--- src/rtl/contador_updown_param.sv ---
// -----------------------------------------------------------------------------
// contador_updown_param
//
// Up/down counter driven by two active-low pushbuttons, with saturating or
// wrapping limits and an optional press-and-hold auto-repeat.
//
// Each button passes through a 2-flop synchroniser. A Moore FSM then turns a
// press into one-cycle step requests (SUBIR = up, BAJAR = down). If
// HOLD_CYCLES > 0, keeping the same key held also produces repeated steps.
//
// Ports
//   clock       system clock; every flop uses its rising edge
//   areset_n    asynchronous active-low reset
//   Key2        "up" pushbutton, active-low, asynchronous to clock
//   Key1        "down" pushbutton, active-low, asynchronous to clock
//   count       registered counter value, range MIN_VAL..MAX_VAL
//   at_max      registered flag, count == MAX_VAL
//   at_min      registered flag, count == MIN_VAL
//   step_pulse  high exactly in the cycles where count is about to change
// -----------------------------------------------------------------------------
module contador_updown_param #(
  parameter int WIDTH         = 4,
  parameter int STEP          = 1,
  parameter int MIN_VAL       = 0,
  parameter int MAX_VAL       = (1 << WIDTH) - 1,
  parameter int WRAP          = 0,
  parameter int HOLD_CYCLES   = 0,
  parameter int REPEAT_CYCLES = 1
) (
  input  logic             clock,
  input  logic             areset_n,
  input  logic             Key2,
  input  logic             Key1,
  output logic [WIDTH-1:0] count,
  output logic             at_max,
  output logic             at_min,
  output logic             step_pulse
);

  // The hold counter must be able to reach the larger of the two wait times.
  localparam int HOLD_MAX = (HOLD_CYCLES > REPEAT_CYCLES) ? HOLD_CYCLES : REPEAT_CYCLES;
  localparam int HCW      = (HOLD_MAX < 1) ? 1 : $clog2(HOLD_MAX + 1);

  // Step arithmetic uses one extra bit, so neither carry nor borrow can alias
  // onto a legal value.
  localparam logic [WIDTH:0]   STEP_X = (WIDTH+1)'(STEP);
  localparam logic [WIDTH:0]   MAX_X  = (WIDTH+1)'(MAX_VAL);
  localparam logic [WIDTH:0]   MIN_X  = (WIDTH+1)'(MIN_VAL);
  localparam logic [WIDTH-1:0] MAX_W  = WIDTH'(MAX_VAL);
  localparam logic [WIDTH-1:0] MIN_W  = WIDTH'(MIN_VAL);
  localparam logic [HCW:0]     HOLD_T = (HCW+1)'(HOLD_CYCLES);
  localparam logic [HCW:0]     REP_T  = (HCW+1)'(REPEAT_CYCLES);

  typedef enum logic [2:0] {
    IDLE   = 3'd0,
    SUBIR  = 3'd1,
    BAJAR  = 3'd2,
    HOLD   = 3'd3,
    REPOSO = 3'd4
  } state_t;

  state_t           state;
  logic             key2_meta, key1_meta, k2, k1;
  logic             up, down, released;
  logic             can_up, can_down;
  logic [WIDTH:0]   up_sum, dn_diff;
  logic             dn_under;
  logic [WIDTH-1:0] up_res, dn_res;
  logic [HCW-1:0]   hold_cnt;
  logic [HCW:0]     hold_inc, hold_target;
  logic             dir_up;     // direction of the step that began this press
  logic             first_rep;  // the next repeat is the first one (uses HOLD_CYCLES)

  // Two-flop synchronisers. They reset to 1, which means "released".
  always_ff @(posedge clock or negedge areset_n) begin
    if (!areset_n) begin
      key2_meta <= 1'b1;
      key1_meta <= 1'b1;
      k2        <= 1'b1;
      k1        <= 1'b1;
    end else begin
      key2_meta <= Key2;
      key1_meta <= Key1;
      k2        <= key2_meta;
      k1        <= key1_meta;
    end
  end

  assign up       = !k2 &&  k1;
  assign down     =  k2 && !k1;
  assign released =  k2 &&  k1;

  // In wrap mode a step is always allowed. In saturate mode a step is refused
  // when count already sits at the limit in that direction.
  assign can_up   = (WRAP != 0) || (count != MAX_W);
  assign can_down = (WRAP != 0) || (count != MIN_W);

  assign up_sum   = {1'b0, count} + STEP_X;
  assign dn_diff  = {1'b0, count} - STEP_X;
  // The first term catches a borrow out of the real width. In that case
  // dn_diff has wrapped to a large value and must not be compared directly.
  assign dn_under = ({1'b0, count} < STEP_X) || (dn_diff < MIN_X);

  always_comb begin
    up_res = up_sum[WIDTH-1:0];
    dn_res = dn_diff[WIDTH-1:0];
    if (up_sum > MAX_X) begin
      up_res = (WRAP != 0) ? MIN_W : MAX_W;
    end
    if (dn_under) begin
      dn_res = (WRAP != 0) ? MAX_W : MIN_W;
    end
  end

  assign hold_inc    = {1'b0, hold_cnt} + (HCW+1)'(1);
  assign hold_target = first_rep ? HOLD_T : REP_T;

  // Control FSM. The count, the limit flags and step_pulse are all registered
  // in this one block.
  // step_pulse is set on the same edge that enters SUBIR/BAJAR, so it is high
  // exactly while the FSM is in a step state.
  // A HOLD phase lasts N cycles (N = HOLD_CYCLES for the first repeat,
  // REPEAT_CYCLES for later ones) and is followed by a step cycle.
  always_ff @(posedge clock or negedge areset_n) begin
    if (!areset_n) begin
      state      <= IDLE;
      count      <= MIN_W;
      at_max     <= 1'b0;
      at_min     <= 1'b1;
      step_pulse <= 1'b0;
      hold_cnt   <= '0;
      dir_up     <= 1'b1;
      first_rep  <= 1'b1;
    end else begin
      step_pulse <= 1'b0;
      case (state)
        IDLE: begin
          hold_cnt <= '0;
          if (up && can_up) begin
            state      <= SUBIR;
            dir_up     <= 1'b1;
            first_rep  <= 1'b1;
            step_pulse <= 1'b1;
          end else if (down && can_down) begin
            state      <= BAJAR;
            dir_up     <= 1'b0;
            first_rep  <= 1'b1;
            step_pulse <= 1'b1;
          end
        end

        SUBIR: begin
          count    <= up_res;
          at_max   <= (up_res == MAX_W);
          at_min   <= (up_res == MIN_W);
          hold_cnt <= '0;
          state    <= (HOLD_CYCLES > 0) ? HOLD : REPOSO;
        end

        BAJAR: begin
          count    <= dn_res;
          at_max   <= (dn_res == MAX_W);
          at_min   <= (dn_res == MIN_W);
          hold_cnt <= '0;
          state    <= (HOLD_CYCLES > 0) ? HOLD : REPOSO;
        end

        HOLD: begin
          if (released) begin
            state    <= IDLE;
            hold_cnt <= '0;
          end else if (dir_up ? up : down) begin
            if (hold_inc >= hold_target) begin
              // When the limit blocks the step, the counter simply stays at
              // its terminal value. The FSM then waits in HOLD with no step.
              if (dir_up && can_up) begin
                state      <= SUBIR;
                step_pulse <= 1'b1;
                hold_cnt   <= '0;
                first_rep  <= 1'b0;
              end else if (!dir_up && can_down) begin
                state      <= BAJAR;
                step_pulse <= 1'b1;
                hold_cnt   <= '0;
                first_rep  <= 1'b0;
              end
            end else begin
              hold_cnt <= hold_inc[HCW-1:0];
            end
          end else begin
            // The other key was added, or the keys swapped: block until both are released.
            state    <= REPOSO;
            hold_cnt <= '0;
          end
        end

        REPOSO: begin
          hold_cnt <= '0;
          if (released) begin
            state <= IDLE;
          end
        end

        default: begin
          state    <= IDLE;
          hold_cnt <= '0;
        end
      endcase
    end
  end

endmodule
--- config.mk ---
export PLATFORM = sky130hd
export DESIGN_NAME = contador_updown_param
export DESIGN_NICKNAME = d
export VERILOG_FILES = /design/src/rtl/contador_updown_param.sv
export SDC_FILE = /design/constraint.sdc
export NUM_CORES = 1
export LEC_CHECK = 0
export ABC_AREA = 1
export CORE_MARGIN = 2
export CORE_UTILIZATION = 45
export DETAILED_ROUTE_END_ITERATION = 16
export GPL_TIMING_DRIVEN = 0
export HOLD_SLACK_MARGIN = 0.05
export PLACE_DENSITY = 0.77
export SETUP_SLACK_MARGIN = 0.05
export SLEW_MARGIN = 10
export SYNTH_ARGS = -nofsm -noshare
export SYNTH_HDL_FRONTEND = slang
export SYNTH_SLANG_ARGS = --single-unit
--- constraint.sdc ---
create_clock -name clock -period 4.02 [get_ports clock]
set_clock_uncertainty 0.15 [all_clocks]
set_input_delay 0.804 -clock clock [delete_from_list [all_inputs] [get_ports clock]]
set_output_delay 0.804 -clock clock [all_outputs]
set_load 0.02 [all_outputs]
# Word level (Yosys, flattened, before mapping)
# Index checks and enable logic that the tools add are counted.
[op_classes]
n_addsub = 3
n_lt_le_gt_ge = 4
eq_ne = 16
muxes = 38
n_reduce_logical = 22
[op_table]
columns = ["operator", "n"]
rows = [
  ["2-to-1 mux 3 bit", 8],
  ["2-to-1 mux 1 bit", 22],
  ["one-hot mux 3 bit (4 select lines)", 1],
  ["equality test 4 bit (second input constant)", 2],
  ["logical NOT 4 bit", 2],
  ["2-to-1 mux 4 bit", 2],
  ["inequality test 2 bit (second input constant)", 4],
  ["inequality test 4 bit (second input constant)", 2],
  ["one-hot mux 1 bit (2 select lines)", 4],
  ["one-hot mux 4 bit (2 select lines)", 1],
  ["logical AND 1 bit", 7],
  ["equality test 3 x 2 -> 1 bit (second input constant)", 2],
  ["inequality test 3 bit (second input constant)", 2],
  ["inequality test 6 bit (second input constant)", 1],
  ["AND reduction 6 bit", 1],
  ["nonzero test 2 bit", 3],
  ["adder 4 x 1 -> 5 bit (second input constant)", 1],
  ["> comparator 5 x 4 -> 1 bit (second input constant)", 1],
  ["less-than comparator 5 x 1 -> 1 bit (second input constant)", 1],
  ["inequality test 5 bit (second input constant)", 1],
  ["subtractor 4 x 1 -> 5 bit (second input constant)", 1],
  ["less-than comparator 4 x 1 -> 1 bit (second input constant)", 1],
  ["AND reduction 4 bit", 1],
  ["nonzero test 4 bit", 1],
  ["other kinds (9)", 11],
]
[word_totals]
register_bits = 17
in_bits = 4
out_inout_bits = 7
word_cells = 95

# Depth between registers and ports, before layout
[logic_depth]
depth_word = 8
ltp_mapped = 10
ltp_nobuf = 9

# Worst setup path after synthesis
# Ideal clock, no wire load.
[synth_timing]
kind = "register to register"
from = "register count[0]"
to = "register count[1]"
setup_ns = 0.126
arrival_ns = 1.381
setup_slack_ns = 2.362
path_stages_with_launch = 9
period_less_slack_ns = 1.658
path_cell_list = "dfrtp_1 > inv_1 > ha_1 > inv_1 > nand2_1 > nor2_1 > a21oi_1 > nand2_1 > o21ai_0"
[synth_via]
elab_chain_len = 5
elab_cells_between_ends = 9
[synth_rtl]
columns = ["item", "line", "source"]
rows = [
  ["start: declaration", "34", "output logic [WIDTH-1:0] count,"],
  ["start signal: assignment", "153", "count <= up_res;"],
  ["start signal: assignment", "161", "count <= dn_res;"],
  ["subtractor 4 x 1 -> 5 bit", "99", "assign dn_diff = {1'b0, count} - STEP_X;"],
  ["less-than comparator 5 x 1 -> 1 bit", "102", "assign dn_under = ({1'b0, count} < STEP_X) || (dn_diff < MIN_X);"],
  ["logical OR 1 bit", "102", ""],
  ["2-to-1 mux 4 bit", "110", "if (dn_under) begin"],
  ["one-hot mux 4 bit (2 select lines) *", "136", "case (state)"],
]
# Mark *: on every way between the ends. The rest lies on a longest branch, timed or not.
# A chain may end at the register's enable or synchronous reset.

# Final worst setup path
[layout_timing]
from = "register count[3]"
to = "output port count[3]"
# No word-level cell between the ends.

==> out/metrics.cfg <==
[run_status]
status=completed

[grt]
grt_usage_pct=16.81
antenna_found_initial=0
grt_pass1_wl_um=3077
grt_overflow=0
grt_pass1_vias=780
grt_max_degree=16

[cells_and_area]
area_growth_pct=18.04
final_util_pct=54.95
design_area_um2=1056
drive_gt1_share_pct=13.67
mostFrequentLayoutCells=nand2_1, inv_1, nand3_1, nor2_1, clkdlybuf4s50_1
diodes=0
nets=146
layout_commonest_cell=nand2_1

[pwr]
p_sw_share_pct=47.13
power.share.sequential_pct=32.5
share_clk_of_total_power_pct=11.3
power_frac_comb_pct=56.2
p_int_uw=406.6
netSwitchingPower_uw=362.4
p_leak_uw=0.0005487
ir_drop_mv=0.3181
power_density_nw_per_um2=728.2

[timing]
fmax_ghz=0.4207
setup_violations=0
finalCritPeriodShare_pct=59.14
tns_ns=0
holdWs_ns=0.2089
fin_crit_ns=2.377
hold_violations=0
rsz0062_at_grt=false
max_slew_margin_pct=55.77
worstMarginPinSlew_ns=0.6615
finalMaxSlewViolations=0

[setup_path]
cp-end-kind=primary output
cpMaxStageDelayCell=clkdlybuf4s50_1
critPathTopFamily=buffers and inverters
slowest_delay_ns=0.65
crit_arrival_ns=1.42
startpoint_type=register
cp_num_buf_inv=1
worstSetupPathType=register to primary output
path_cells=clkdlybuf4s50_1
crit_fanout=7
cp.required_ns=3.07

[clock_network]
clk_pin_slew_ns=0.09
cts_max_level=1
cts_resized=0
cts-buffers-inserted=3
holdBufCountCts=0
clock_sinks=15
post_cts_buffers=0
ctsRootBufferMaster=clkbuf_4
cts_tree=yes
cts_buffer_depth=2
clk_latency_ns=0.29

[routing]
wl_per_cell_um=10.52
drtIter0Drc=12
wirelength_um=1746
ant_nets=0
viasPerCell=4.892
num_vias=812
drc=0
drt-pass1-iter-count=4

[yosys]
yosys.area.top_type=dfrtp_1
synth_area_leaders=dfrtp_1, nand2_1, dfstp_2
syn-instance-count=125
syn_avg_cell_area_um2=7.157
syn_nets=131
synth_top_area_share_pct=25.17
synthesis.area_um2=894.6
yosys_warnings=0
ys_seq_elements=15
ys_seq_area_share_pct=42.80
synth_cell_types=18

[place]
place_hpwl_um=1422
dpl_cell_area_um2=1028
finalWeightedCongestion=0.9301
portBuffers=10

[floorplan]
initial_core_util_pct=46.55
row_count=16
boundaryPins=11
core_um2=1922
die_area_um2=2361
die_h_um=48.59
die_w_um=48.59

[hold_path]
hp-class=register to register

[flow_run]
drv_cap=0

==> cells by family (layout without fill, tap and decap cells) <==
logic type | Yosys count | in the layout | share of synthesized area [%]
AO/OA/AOI/OAI | 10 | 10 | 6.714
adder cells (fa/ha/maj) | 2 | 2 | 2.797
XOR/XNOR | 2 | 2 | 1.958
multiplexers | 1 | 1 | 1.119
buffers and inverters | 20 | 34 | 8.812
flip-flops | 15 | 15 | 42.80
AND/OR/NAND/NOR | 75 | 75 | 35.80
==> registers in the layout, summed over array words and instances, names as in the netlist <==
name,flops
count,4
k1,1
step_pulse,1
at_max,1
key2_meta,1
at_min,1
dir_up,1
key1_meta,1
k2,1
state,3
==> cell type report <==
type / count / area [um^2]
multi-input cells: 90 / 432.9
fillers: 189 / 865.8
inverters: 19 / 71.32
clock inverters: 1 / 5.005
flip-flops and latches: 15 / 382.9
well taps: 27 / 33.78
clock buffers: 3 / 22.52
repair buffers: 10 / 100.1
plain buffers: 1 / 7.507
==> path summary, 6_finish.rpt <==
path / from / end / slack [ns] / cells after the start
worst max register to register: count[0] / count[1] / 2.32 / 8
worst min-delay path: key1_meta / k1 / 0.21 / 0
min in group asynchronous: areset_n / count[3] / 0.76 / 1
max in group asynchronous: areset_n / count[0] / 2.54 / 1
worst max-delay path: count[3] / count[3] / 1.64 / 1
worst min register to register: key1_meta / k1 / 0.21 / 0
==> power groups by stage <==
stage	Sequential, uW	Clock [uW]	Combinational [uW]
CTS	251	90.6	436
finish	250	86.7	432
detailed placement	253	0	434
global placement	250	0	417
floorplan	278	0	280
global route	258	97.6	487
==> synthesized netlist by cell type <==
cell,n
and2_1,1
buf_4,1
ha_1,2
a21oi_1,1
inv_1,19
nand2_1,43
dfstp_2,6
mux2i_1,1
nor2_1,11
o21ai_0,6
dfrtp_1,9
nand2_2,3
nor2_2,2
xor2_1,2
a21oi_2,2
o211ai_1,1
nand3_1,14
nand3_2,1
==> layer usage <==
layer / track usage (%) / part of all wire, % / up-vias
met3: 1.852 / 3.1 / 5
met4: 11.43 / 2.8 / 0
met2: 30.56 / 52 / 18
li1: - / - / 414
met5: 0 / 0 / -
met1: 18.29 / 42 / 375
==> through the flow <==
step,setup slack [ns],power [uW],std cells
after floorplan,2.362,557.8,125
after global placement,1.968,667.4,162
after detailed placement,1.957,687.6,162
after CTS,1.624,777.5,166
after global routing,1.572,842.5,166
final,1.643,769.0,166
No activity file was read; power rests on OpenSTA's default activity.
